`config.mk`:
```
export PLATFORM = sky130hd
export DESIGN_NAME = idex_hazard_stage_flat
export DESIGN_NICKNAME = d
export VERILOG_FILES = /design/src/rtl/idex_hazard_stage_pkg.sv /design/src/rtl/idex_hazard_stage_if.sv /design/src/rtl/idex_hazard_stage_load_use.sv /design/src/rtl/idex_hazard_stage.sv /design/src/flat_wrapper.sv
export SDC_FILE = /design/constraint.sdc
export NUM_CORES = 1
export LEC_CHECK = 0
export ABC_AREA = 1
export BUFFER_PORTS_ARGS = -buffer_cell sky130_fd_sc_hd__buf_2
export CORE_MARGIN = 8
export CORE_UTILIZATION = 35
export CTS_BUF_LIST = sky130_fd_sc_hd__clkbuf_8
export DETAILED_ROUTE_END_ITERATION = 7
export GPL_TIMING_DRIVEN = 0
export MAX_ROUTING_LAYER = met4
export PLACE_DENSITY = 0.6
export RECOVER_POWER = 25
export SKIP_CTS_REPAIR_TIMING = 1
export SYNTH_ARGS = -nofsm -noshare
export SYNTH_HDL_FRONTEND = slang
export SYNTH_SLANG_ARGS = --single-unit
export TNS_END_PERCENT = 5
```
`constraint.sdc`:
```
create_clock -name clk -period 4.3 [get_ports clk]
set_input_delay 0 -clock clk [delete_from_list [all_inputs] [get_ports clk]]
set_output_delay 0 -clock clk [all_outputs]
set_load 0.01 [all_outputs]
```
`src/rtl/idex_hazard_stage_pkg.sv`:
```
// Shared constants and types for the ID/EX hazard stage: register ids,
// writeback codes and the memory-control slice forced by a bubble.
package idex_hazard_stage_pkg;

    localparam logic [3:0] REG_ZERO  = 4'd0;
    localparam logic [3:0] REG_PC    = 4'd15;
    localparam logic [2:0] REGW_NONE = 3'b000;

    typedef struct packed {
        logic [2:0] regWrite;
        logic       memRead;
        logic       memWrite;
    } idex_mem_ctl_t;

    localparam idex_mem_ctl_t BUBBLE_CTL = '{regWrite: REGW_NONE, memRead: 1'b0, memWrite: 1'b0};

endpackage

```
`src/rtl/idex_hazard_stage_if.sv`:
```
// Decode-to-execute bundle: decoded ID fields in, registered ID/EX fields,
// stall and bubble count out.
interface idex_hazard_stage_if #(
    parameter int DATA_W = 16,
    parameter int CTRL_W = 8,
    parameter int CNT_W  = 8
);
    logic        [3:0]        ifidOP1;
    logic        [3:0]        ifidOP2;
    logic        [2:0]        idregWrite;
    logic                     idmemRead;
    logic                     idmemWrite;
    logic        [CTRL_W-1:0] idCtrl;
    logic signed [DATA_W-1:0] idA;
    logic signed [DATA_W-1:0] idB;
    logic signed [DATA_W-1:0] idImm;
    logic                     exBusy;
    logic                     flush;

    logic        [3:0]        idexOP1;
    logic        [3:0]        idexOP2;
    logic        [2:0]        idexregWrite;
    logic                     idexmemRead;
    logic                     idexmemWrite;
    logic        [CTRL_W-1:0] idexCtrl;
    logic signed [DATA_W-1:0] idexA;
    logic signed [DATA_W-1:0] idexB;
    logic signed [DATA_W-1:0] idexImm;
    logic                     stall;
    logic        [CNT_W-1:0]  bubbleCnt;

    modport master (
        output ifidOP1, ifidOP2, idregWrite, idmemRead, idmemWrite, idCtrl,
               idA, idB, idImm, exBusy, flush,
        input  idexOP1, idexOP2, idexregWrite, idexmemRead, idexmemWrite, idexCtrl,
               idexA, idexB, idexImm, stall, bubbleCnt
    );

    modport slave (
        input  ifidOP1, ifidOP2, idregWrite, idmemRead, idmemWrite, idCtrl,
               idA, idB, idImm, exBusy, flush,
        output idexOP1, idexOP2, idexregWrite, idexmemRead, idexmemWrite, idexCtrl,
               idexA, idexB, idexImm, stall, bubbleCnt
    );

endinterface

```
`src/rtl/idex_hazard_stage_load_use.sv`:
```
// Load-use detector: a load in EX whose destination is read by the
// instruction in ID. Register 0 is hardwired and never hazards.
module load_use_detect
    import idex_hazard_stage_pkg::*;
(
    input  logic [3:0] i_ex_op1,
    input  logic [2:0] i_ex_regwrite,
    input  logic       i_ex_memread,
    input  logic [3:0] i_id_op1,
    input  logic [3:0] i_id_op2,
    output logic       o_haz
);

    logic w_ex_writes_reg;
    logic w_src_match;

    assign w_ex_writes_reg = i_ex_memread && (i_ex_regwrite != REGW_NONE) && (i_ex_op1 != REG_ZERO);
    // OP1 is checked too: stores read their data register through OP1.
    assign w_src_match     = (i_ex_op1 == i_id_op1) || (i_ex_op1 == i_id_op2);
    assign o_haz           = w_ex_writes_reg && w_src_match;

endmodule

```
`src/rtl/idex_hazard_stage.sv`:
```
// ID/EX pipeline register with load-use stall, bubble insertion, branch
// flush, multi-cycle EX hold and a saturating bubble counter.
module idex_hazard_stage
    import idex_hazard_stage_pkg::*;
#(
    parameter int DATA_W = 16,
    parameter int CTRL_W = 8,
    parameter int CNT_W  = 8
) (
    input logic              clk,
    input logic              reset,
    idex_hazard_stage_if.slave bus
);

    function automatic logic [CNT_W-1:0] sat_inc(input logic [CNT_W-1:0] v);
        return (&v) ? v : v + CNT_W'(1);
    endfunction

    logic        [3:0]        r_op1_p1;
    logic        [3:0]        r_op2_p1;
    idex_mem_ctl_t            r_mem_p1;
    logic        [CTRL_W-1:0] r_ctrl_p1;
    logic signed [DATA_W-1:0] r_a_p1;
    logic signed [DATA_W-1:0] r_b_p1;
    logic signed [DATA_W-1:0] r_imm_p1;
    logic        [CNT_W-1:0]  r_bubble_cnt;
    logic                     w_haz;

    load_use_detect u_load_use_detect (
        .i_ex_op1      (r_op1_p1),
        .i_ex_regwrite (r_mem_p1.regWrite),
        .i_ex_memread  (r_mem_p1.memRead),
        .i_id_op1      (bus.ifidOP1),
        .i_id_op2      (bus.ifidOP2),
        .o_haz         (w_haz)
    );

    // ID -> EX boundary: hold on exBusy, else flush/hazard bubble, else capture
    always_ff @(posedge clk or posedge reset) begin
        if (reset) begin
            r_op1_p1     <= '0;
            r_op2_p1     <= '0;
            r_mem_p1     <= BUBBLE_CTL;
            r_ctrl_p1    <= '0;
            r_a_p1       <= '0;
            r_b_p1       <= '0;
            r_imm_p1     <= '0;
            r_bubble_cnt <= '0;
        end else if (!bus.exBusy) begin
            if (bus.flush || w_haz) begin
                r_op1_p1  <= '0;
                r_op2_p1  <= '0;
                r_mem_p1  <= BUBBLE_CTL;
                r_ctrl_p1 <= '0;
                r_a_p1    <= '0;
                r_b_p1    <= '0;
                r_imm_p1  <= '0;
                // A flushed instruction never needed the stall, so it is not counted.
                if (!bus.flush)
                    r_bubble_cnt <= sat_inc(r_bubble_cnt);
            end else begin
                r_op1_p1  <= bus.ifidOP1;
                r_op2_p1  <= bus.ifidOP2;
                r_mem_p1  <= '{regWrite: bus.idregWrite, memRead: bus.idmemRead, memWrite: bus.idmemWrite};
                r_ctrl_p1 <= bus.idCtrl;
                r_a_p1    <= bus.idA;
                r_b_p1    <= bus.idB;
                r_imm_p1  <= bus.idImm;
            end
        end
    end

    assign bus.idexOP1      = r_op1_p1;
    assign bus.idexOP2      = r_op2_p1;
    assign bus.idexregWrite = r_mem_p1.regWrite;
    assign bus.idexmemRead  = r_mem_p1.memRead;
    assign bus.idexmemWrite = r_mem_p1.memWrite;
    assign bus.idexCtrl     = r_ctrl_p1;
    assign bus.idexA        = r_a_p1;
    assign bus.idexB        = r_b_p1;
    assign bus.idexImm      = r_imm_p1;
    assign bus.stall        = w_haz | bus.exBusy;
    assign bus.bubbleCnt    = r_bubble_cnt;

endmodule

```
`src/flat_wrapper.sv`:
```
// flat-port wrapper written by rule: the top's interface ports become plain ports
module idex_hazard_stage_flat import idex_hazard_stage_pkg::*;
#(
    parameter int DATA_W = 16,
    parameter int CTRL_W = 8,
    parameter int CNT_W  = 8
)
  (clk, reset, bus_ifidOP1, bus_ifidOP2, bus_idregWrite, bus_idmemRead, bus_idmemWrite, bus_idCtrl, bus_idA, bus_idB, bus_idImm, bus_exBusy, bus_flush, bus_idexOP1, bus_idexOP2, bus_idexregWrite, bus_idexmemRead, bus_idexmemWrite, bus_idexCtrl, bus_idexA, bus_idexB, bus_idexImm, bus_stall, bus_bubbleCnt);
  idex_hazard_stage_if #(.DATA_W(DATA_W), .CTRL_W(CTRL_W), .CNT_W(CNT_W)) bus_i ();
  input logic clk;
  input logic reset;
  input wire logic [$bits(bus_i.ifidOP1)-1:0] bus_ifidOP1;
  input wire logic [$bits(bus_i.ifidOP2)-1:0] bus_ifidOP2;
  input wire logic [$bits(bus_i.idregWrite)-1:0] bus_idregWrite;
  input wire logic [$bits(bus_i.idmemRead)-1:0] bus_idmemRead;
  input wire logic [$bits(bus_i.idmemWrite)-1:0] bus_idmemWrite;
  input wire logic [$bits(bus_i.idCtrl)-1:0] bus_idCtrl;
  input wire logic [$bits(bus_i.idA)-1:0] bus_idA;
  input wire logic [$bits(bus_i.idB)-1:0] bus_idB;
  input wire logic [$bits(bus_i.idImm)-1:0] bus_idImm;
  input wire logic [$bits(bus_i.exBusy)-1:0] bus_exBusy;
  input wire logic [$bits(bus_i.flush)-1:0] bus_flush;
  output wire logic [$bits(bus_i.idexOP1)-1:0] bus_idexOP1;
  output wire logic [$bits(bus_i.idexOP2)-1:0] bus_idexOP2;
  output wire logic [$bits(bus_i.idexregWrite)-1:0] bus_idexregWrite;
  output wire logic [$bits(bus_i.idexmemRead)-1:0] bus_idexmemRead;
  output wire logic [$bits(bus_i.idexmemWrite)-1:0] bus_idexmemWrite;
  output wire logic [$bits(bus_i.idexCtrl)-1:0] bus_idexCtrl;
  output wire logic [$bits(bus_i.idexA)-1:0] bus_idexA;
  output wire logic [$bits(bus_i.idexB)-1:0] bus_idexB;
  output wire logic [$bits(bus_i.idexImm)-1:0] bus_idexImm;
  output wire logic [$bits(bus_i.stall)-1:0] bus_stall;
  output wire logic [$bits(bus_i.bubbleCnt)-1:0] bus_bubbleCnt;
  assign bus_i.ifidOP1 = bus_ifidOP1;
  assign bus_i.ifidOP2 = bus_ifidOP2;
  assign bus_i.idregWrite = bus_idregWrite;
  assign bus_i.idmemRead = bus_idmemRead;
  assign bus_i.idmemWrite = bus_idmemWrite;
  assign bus_i.idCtrl = bus_idCtrl;
  assign bus_i.idA = bus_idA;
  assign bus_i.idB = bus_idB;
  assign bus_i.idImm = bus_idImm;
  assign bus_i.exBusy = bus_exBusy;
  assign bus_i.flush = bus_flush;
  assign bus_idexOP1 = bus_i.idexOP1;
  assign bus_idexOP2 = bus_i.idexOP2;
  assign bus_idexregWrite = bus_i.idexregWrite;
  assign bus_idexmemRead = bus_i.idexmemRead;
  assign bus_idexmemWrite = bus_i.idexmemWrite;
  assign bus_idexCtrl = bus_i.idexCtrl;
  assign bus_idexA = bus_i.idexA;
  assign bus_idexB = bus_i.idexB;
  assign bus_idexImm = bus_i.idexImm;
  assign bus_stall = bus_i.stall;
  assign bus_bubbleCnt = bus_i.bubbleCnt;
  idex_hazard_stage #(.DATA_W(DATA_W), .CTRL_W(CTRL_W), .CNT_W(CNT_W)) u_core (.clk(clk), .reset(reset), .bus(bus_i));
endmodule
```
Word-level counts from Yosys, hierarchy flattened:

Cells that the tools add are included.

* add/sub/neg operators: 1
* equal/unequal tests: 2
* muxes and demuxes: 7
* bitwise logic cells: 4
* reductions and logical operators: 9

Operator list (count)
* $mux W16: 3
* $add A8 B1 Y8 const B: 1
* $eq A4 B4 Y1: 2
* $mux W4: 2
* $mux W8: 1
* $reduce_and A8 Y1: 1
* $mux W5: 1
* $reduce_and A4 Y1: 1
* $reduce_bool A4 Y1: 1
* $logic_and A1 B1 Y1: 3
* $not A1 Y1: 3
* $reduce_bool A3 Y1: 1
* $logic_or A1 B1 Y1: 2
* $or A1 B1 Y1: 1

* register bits: 77
* bits of input ports: 73
* output and inout port bits: 78
* logic and storage cells: 33

Logic depth before layout (Yosys ltp):

* depth in word-level cells: 6
* mapped depth: 10
* mapped depth without buffers: 10

Modules after synthesis:

A second synthesis with hierarchy kept.

* cells, all modules: 416
* area, all modules: 3424.5 sq um

Modules (own cells, without submodules)
* idex_hazard_stage: times used 1, cells each 370, area each 3234.4 sq um, seq. area each 1926.8 sq um
* load_use_detect: times used 1, cells each 46, area each 190.2 sq um, seq. area each 0.0 sq um

Least setup slack after synthesis:

No wires, ideal clock.

* path type: reg-to-reg
* from: reg u_core.r_bubble_cnt[0], in the netlist u_core.bus.bubbleCnt[0]
* to: reg u_core.r_bubble_cnt[0], in the netlist u_core.bus.bubbleCnt[0]
* library setup time: 0.117 ns
* data arrival time: 1.356 ns
* required time: 4.183 ns
* setup slack: 2.826 ns
* cell stages (with the launch flop): 8
* path buffers: 0
* period minus slack after synthesis: 1.474 ns
* cell sequence: dfrtp_1 -> ha_1 -> nand2_1 -> nor2_1 -> a21oi_1 -> nand4_1 -> nand2_1 -> nand2_1

* cells in the longest elaborated chain, start to end: 3
* elaborated cells on any way between the ends: 4
* classes of those cells: add/sub (1); bitwise (1); reduce/logical (2)

RTL lines
* start, declared: line idex_hazard_stage.sv:26 `logic [CNT_W-1:0] r_bubble_cnt;`
* start signal, assigned: line idex_hazard_stage.sv:60 `r_bubble_cnt <= sat_inc(r_bubble_cnt);`
* branches (longest 3 deep; another with $add A8 B1 Y8)

Several ways; the timed one is not identified.
A chain may end at the register's enable or synchronous reset.

Worst setup path in the final report:

* from: reg u_core.r_op1_p1[2], in the netlist u_core.bus.idexOP1[2]
* to: out bus_stall

* cells in the longest elaborated chain, start to end: 4
* elaborated cells on any way between the ends: 7
* classes of those cells: eq/ne (2); bitwise (1); reduce/logical (4)

RTL lines
* start, declared: line idex_hazard_stage.sv:19 `logic [3:0] r_op1_p1;`
* start signal, assigned: line idex_hazard_stage.sv:62 `r_op1_p1 <= bus.ifidOP1;`
* $eq A4 B4 Y1 or $reduce_bool A4 Y1 (tied branches): line idex_hazard_stage_load_use.sv:19, idex_hazard_stage_load_use.sv:17
* $logic_or A1 B1 Y1 or $logic_and A1 B1 Y1 (tied branches): line idex_hazard_stage_load_use.sv:19, idex_hazard_stage_load_use.sv:17
* $logic_and A1 B1 Y1 *: line idex_hazard_stage_load_use.sv:20 `assign o_haz = w_ex_writes_reg && w_src_match;`
* $or A1 B1 Y1 *: line idex_hazard_stage.sv:82 `assign bus.stall = w_haz | bus.exBusy;`
* end, declared: line flat_wrapper.sv:32 `output wire logic [$bits(bus_i.stall)-1:0] bus_stall;`

Every way passes the cells marked *; elsewhere a longest branch is shown, timed or not.

==> results.json <==
{
  "clk_pin_slew_ns": 0.08,
  "p_clk_share_pct": 29.8,
  "grt_util_all_layers_pct": 16.0,
  "worstPathMaxFanout": 10,
  "fp.dieH_um": 115,
  "tritoncts": "done",
  "syn_to_final_growth_pct": 53.0,
  "setup_tns_ns": 0,
  "crit_buf_inv": 3,
  "power_frac_comb_pct": 20.0,
  "critPathLaunchType": "register",
  "drv_slew": 0,
  "max_freq_ghz": 0.566,
  "clk_path_buf_depth": 2,
  "synth.avg_cell_area_um2": 8.48,
  "clock_sinks": 77,
  "powerDensity_nw_per_um2": 311,
  "cts_made_buffers": 9,
  "synth_xor_xnor_area_share_pct": 1.54,
  "synthMuxAreaShare_pct": 0,
  "fin_crit_sh_pct": 41.1,
  "end_kind": "output pin",
  "multi_input_area_um2": 1270,
  "seq_power_share_pct": 50.2,
  "internal-power_mw": 1.16,
  "finalNetCount": 707,
  "io_buffers": 149,
  "crit_path_cell_trace": "inv_2 > nand2_1 > nand2_1 > nor2_1 > nand2_1 > nand2_1 > nand2_2 > nand2_4 > buf_6 > buf_2",
  "hold_viol": 0,
  "status": "completed",
  "crit_path_max_incr_delay_ns": 0.44,
  "ys_seq_area_share_pct": 56.6,
  "leakage_nw": 2.78,
  "drt-pass1-iter-count": 4,
  "insertion_delay_ns": 0.34,
  "root_buffer": "clkbuf_8",
  "clock_skew_ns": 0.00676,
  "worst_slew_margin_rel_pct": 24.3,
  "antenna_found_initial": 0,
  "path_delay_family": "simple AND/OR/NAND/NOR gates",
  "wl_um": 10700,
  "grt_pass1_vias": 3290,
  "fillCellCount": 919,
  "synth_compound_area_share_pct": 11.6,
  "ant_nets": 0,
  "yosys_warnings": 0,
  "boundaryPins": 151,
  "grt_overflow": 0,
  "drtIter0Drc": 185,
  "ys_types": 23,
  "regArea_um2": 1930,
  "swShare_pct": 28.3,
  "crit_type": "register to output pin",
  "crit_slowest_cell": "dfrtp_1",
  "drive_gt1_share_pct": 29.7,
  "num_vias": 3416,
  "drv_cap": 0,
  "antennaDiodeCount": 0,
  "tightestPinTransition_ns": 1.13,
  "drc": 0,
  "wl_per_cell_um": 13.9,
  "grt_max_degree": 57,
  "synth_fa_ha_area_share_pct": 0.367,
  "vdd_drop_max_mv": 0.151,
  "vias_per_cell": 4.44,
  "syn_area_um2": 3410,
  "critPathMostFrequentCell": "nand2_1",
  "synth_top_family_by_area": "simple AND/OR/NAND/NOR gates",
  "p_switching_uw": 459,
  "detailed_place_hpwl_um": 7430,
  "rsz0062_at_grt": "no",
  "rows": 36,
  "synth_seq_cells": 77,
  "hp-class": "input pin to register",
  "postSynthNetCount": 476,
  "synthCells": 402,
  "coreArea_um2": 9590,
  "place_congestion": 0.754,
  "synthSimpleGateAreaFrac_pct": 23.6,
  "setup_violations": 0,
  "fp.dieW_um": 115,
  "finalCriticalPeriod_ns": 1.77,
  "finalPower_mw": 1.62,
  "htreeDepth": 3,
  "required_ns": 4.30,
  "die_area_um2": 13100,
  "initial_core_util_pct": 35.5,
  "grt_pass1_wl_um": 16200,
  "crit_arrival_ns": 1.77
}
## per-stage QoR
step           worst slack, ns  std cells  hold WS, ns  util [%]  instance area [µm²]
2_1_floorplan             2.33        402        0.145         -                 3410
3_3_place_gp              1.29        684        0.261      45.0                 4320
3_5_place_dp              2.63        685     -0.00280      45.3                 4350
4_1_cts                   2.51        699       -0.391      47.1                 4510
5_1_grt                   2.37        769        0.215      54.3                 5210
6_report                  2.53        769        0.188      54.3                 5210
## logic make-up after synthesis
logic type,after synthesis
adder cells (fa/ha/maj),1
AO/OA/AOI/OAI,70
buffers and inverters,42
XOR/XNOR,6
AND/OR/NAND/NOR,206
flip-flops,77
## layout make-up
cell class / instances / area share (%)
Inverter: 21 / 1.54
Multi-Input combinational cell: 283 / 24.3
Timing Repair Buffer: 220 / 28.3
Sequential cell: 77 / 37.0
Clock inverter: 3 / 0.264
Buffer: 21 / 2.59
Clock buffer: 11 / 2.90
Tap cell: 133 / 3.19
## state kept, by name, summed over array words and instances, names as in the netlist
| name | flops |
|---|---|
| u_core.bus.idexA | 16 |
| u_core.bus.idexCtrl | 8 |
| u_core.bus.bubbleCnt | 8 |
| u_core.bus.idexmemWrite | 1 |
| u_core.bus.idexmemRead | 1 |
| u_core.bus.idexImm | 16 |
| u_core.bus.idexregWrite | 3 |
| u_core.bus.idexOP1 | 4 |
| u_core.bus.idexOP2 | 4 |
| u_core.bus.idexB | 16 |
## synth_stat cells
library cell | number | area [µm²]
a21oi_1 | 1 | 5.00
buf_6 | 6 | 67.6
buf_8 | 1 | 15.0
clkbuf_1 | 14 | 52.6
dfrtp_1 | 77 | 1930
ha_1 | 1 | 12.5
inv_1 | 16 | 60.1
inv_2 | 5 | 18.8
nand2_1 | 187 | 702
nand2_2 | 1 | 6.26
nand2_4 | 1 | 11.3
nand3_1 | 4 | 20.0
nand4_1 | 1 | 6.26
nor2_1 | 8 | 30.0
nor2_4 | 1 | 11.3
nor3_1 | 2 | 10.0
nor3b_1 | 1 | 7.51
o21ai_0 | 50 | 250
o21ai_1 | 2 | 10.0
o21ai_2 | 10 | 87.6
o22ai_1 | 7 | 43.8
xnor2_1 | 2 | 17.5
xor2_1 | 4 | 35.0
## power by group through the flow
| stage | combinational, mW | sequential [mW] | clock (mW) |
|---|---|---|---|
| after CTS | 0.279 | 0.814 | 0.506 |
| after global placement | 0.272 | 0.826 | 0 |
| final | 0.324 | 0.814 | 0.484 |
| after global routing | 0.364 | 0.822 | 0.527 |
| after floorplan | 0.117 | 0.852 | 0 |
| after detailed placement | 0.279 | 0.828 | 0 |
## cell usage in the layout (no fill, tap or decap)
cell	synthesis	final
o22ai_1	7	7
buf_8	1	1
o21ai_0	50	50
dfrtp_1	77	77
inv_1	16	16
clkinv_2	0	2
xor2_1	4	4
nand2_4	1	1
nand4_1	1	1
xnor2_1	2	2
buf_6	6	6
clkbuf_8	0	11
inv_2	5	5
ha_1	1	1
buf_16	0	1
nor3b_1	1	1
nor2_4	1	1
nor2_1	8	8
buf_2	0	149
clkbuf_1	14	14
nand2_2	1	1
o21ai_2	10	10
nor3_1	2	2
a21oi_1	1	1
dlygate4sd3_1	0	70
nand3_1	4	4
o21ai_1	2	2
clkinvlp_2	0	1
nand2_1	187	187
## path summary, 6_finish.rpt
path | startpoint | endpoint | slack (ns) | cells past startpoint
max reg2reg | u_core.bus.bubbleCnt[0]$_DFFE_PP0P_ | u_core.bus.bubbleCnt[5]$_DFFE_PP0P_ | 2.62 | 7
min in group asynchronous | reset | u_core.bus.idexA[7]$_DFFE_PP0N_ | 0.41 | 3
max in group asynchronous | reset | u_core.bus.bubbleCnt[1]$_DFFE_PP0P_ | 3.12 | 4
min | bus_flush | u_core.bus.bubbleCnt[4]$_DFFE_PP0P_ | 0.19 | 6
max | u_core.bus.idexOP1[2]$_DFFE_PP0N_ | bus_stall | 2.53 | 10
min reg2reg | u_core.bus.idexB[3]$_DFFE_PP0N_ | u_core.bus.idexB[3]$_DFFE_PP0N_ | 0.48 | 2
## routing by layer
| metal | up-vias | GRT usage (%) | part of all wire, % |
|---|---|---|---|
| met3 | 10 | 4.32 | 6.8 |
| li1 | 1728 | - | - |
| met1 | 1571 | 19.5 | 44 |
| met4 | 0 | 6.48 | 0.87 |
| met5 | - | - | 0 |
| met2 | 107 | 24.7 | 48 |
## worst register-to-register path, stage by stage (launching register included)
cell and delay, ns:
dfrtp_1 0.43, ha_1 0.26, nand2_1 0.10, nor2_1 0.04, a21oi_1 0.18, nand4_1 0.34, nand2_1 0.16, nand2_1 0.06
No activity file was read; power rests on OpenSTA's default activity.
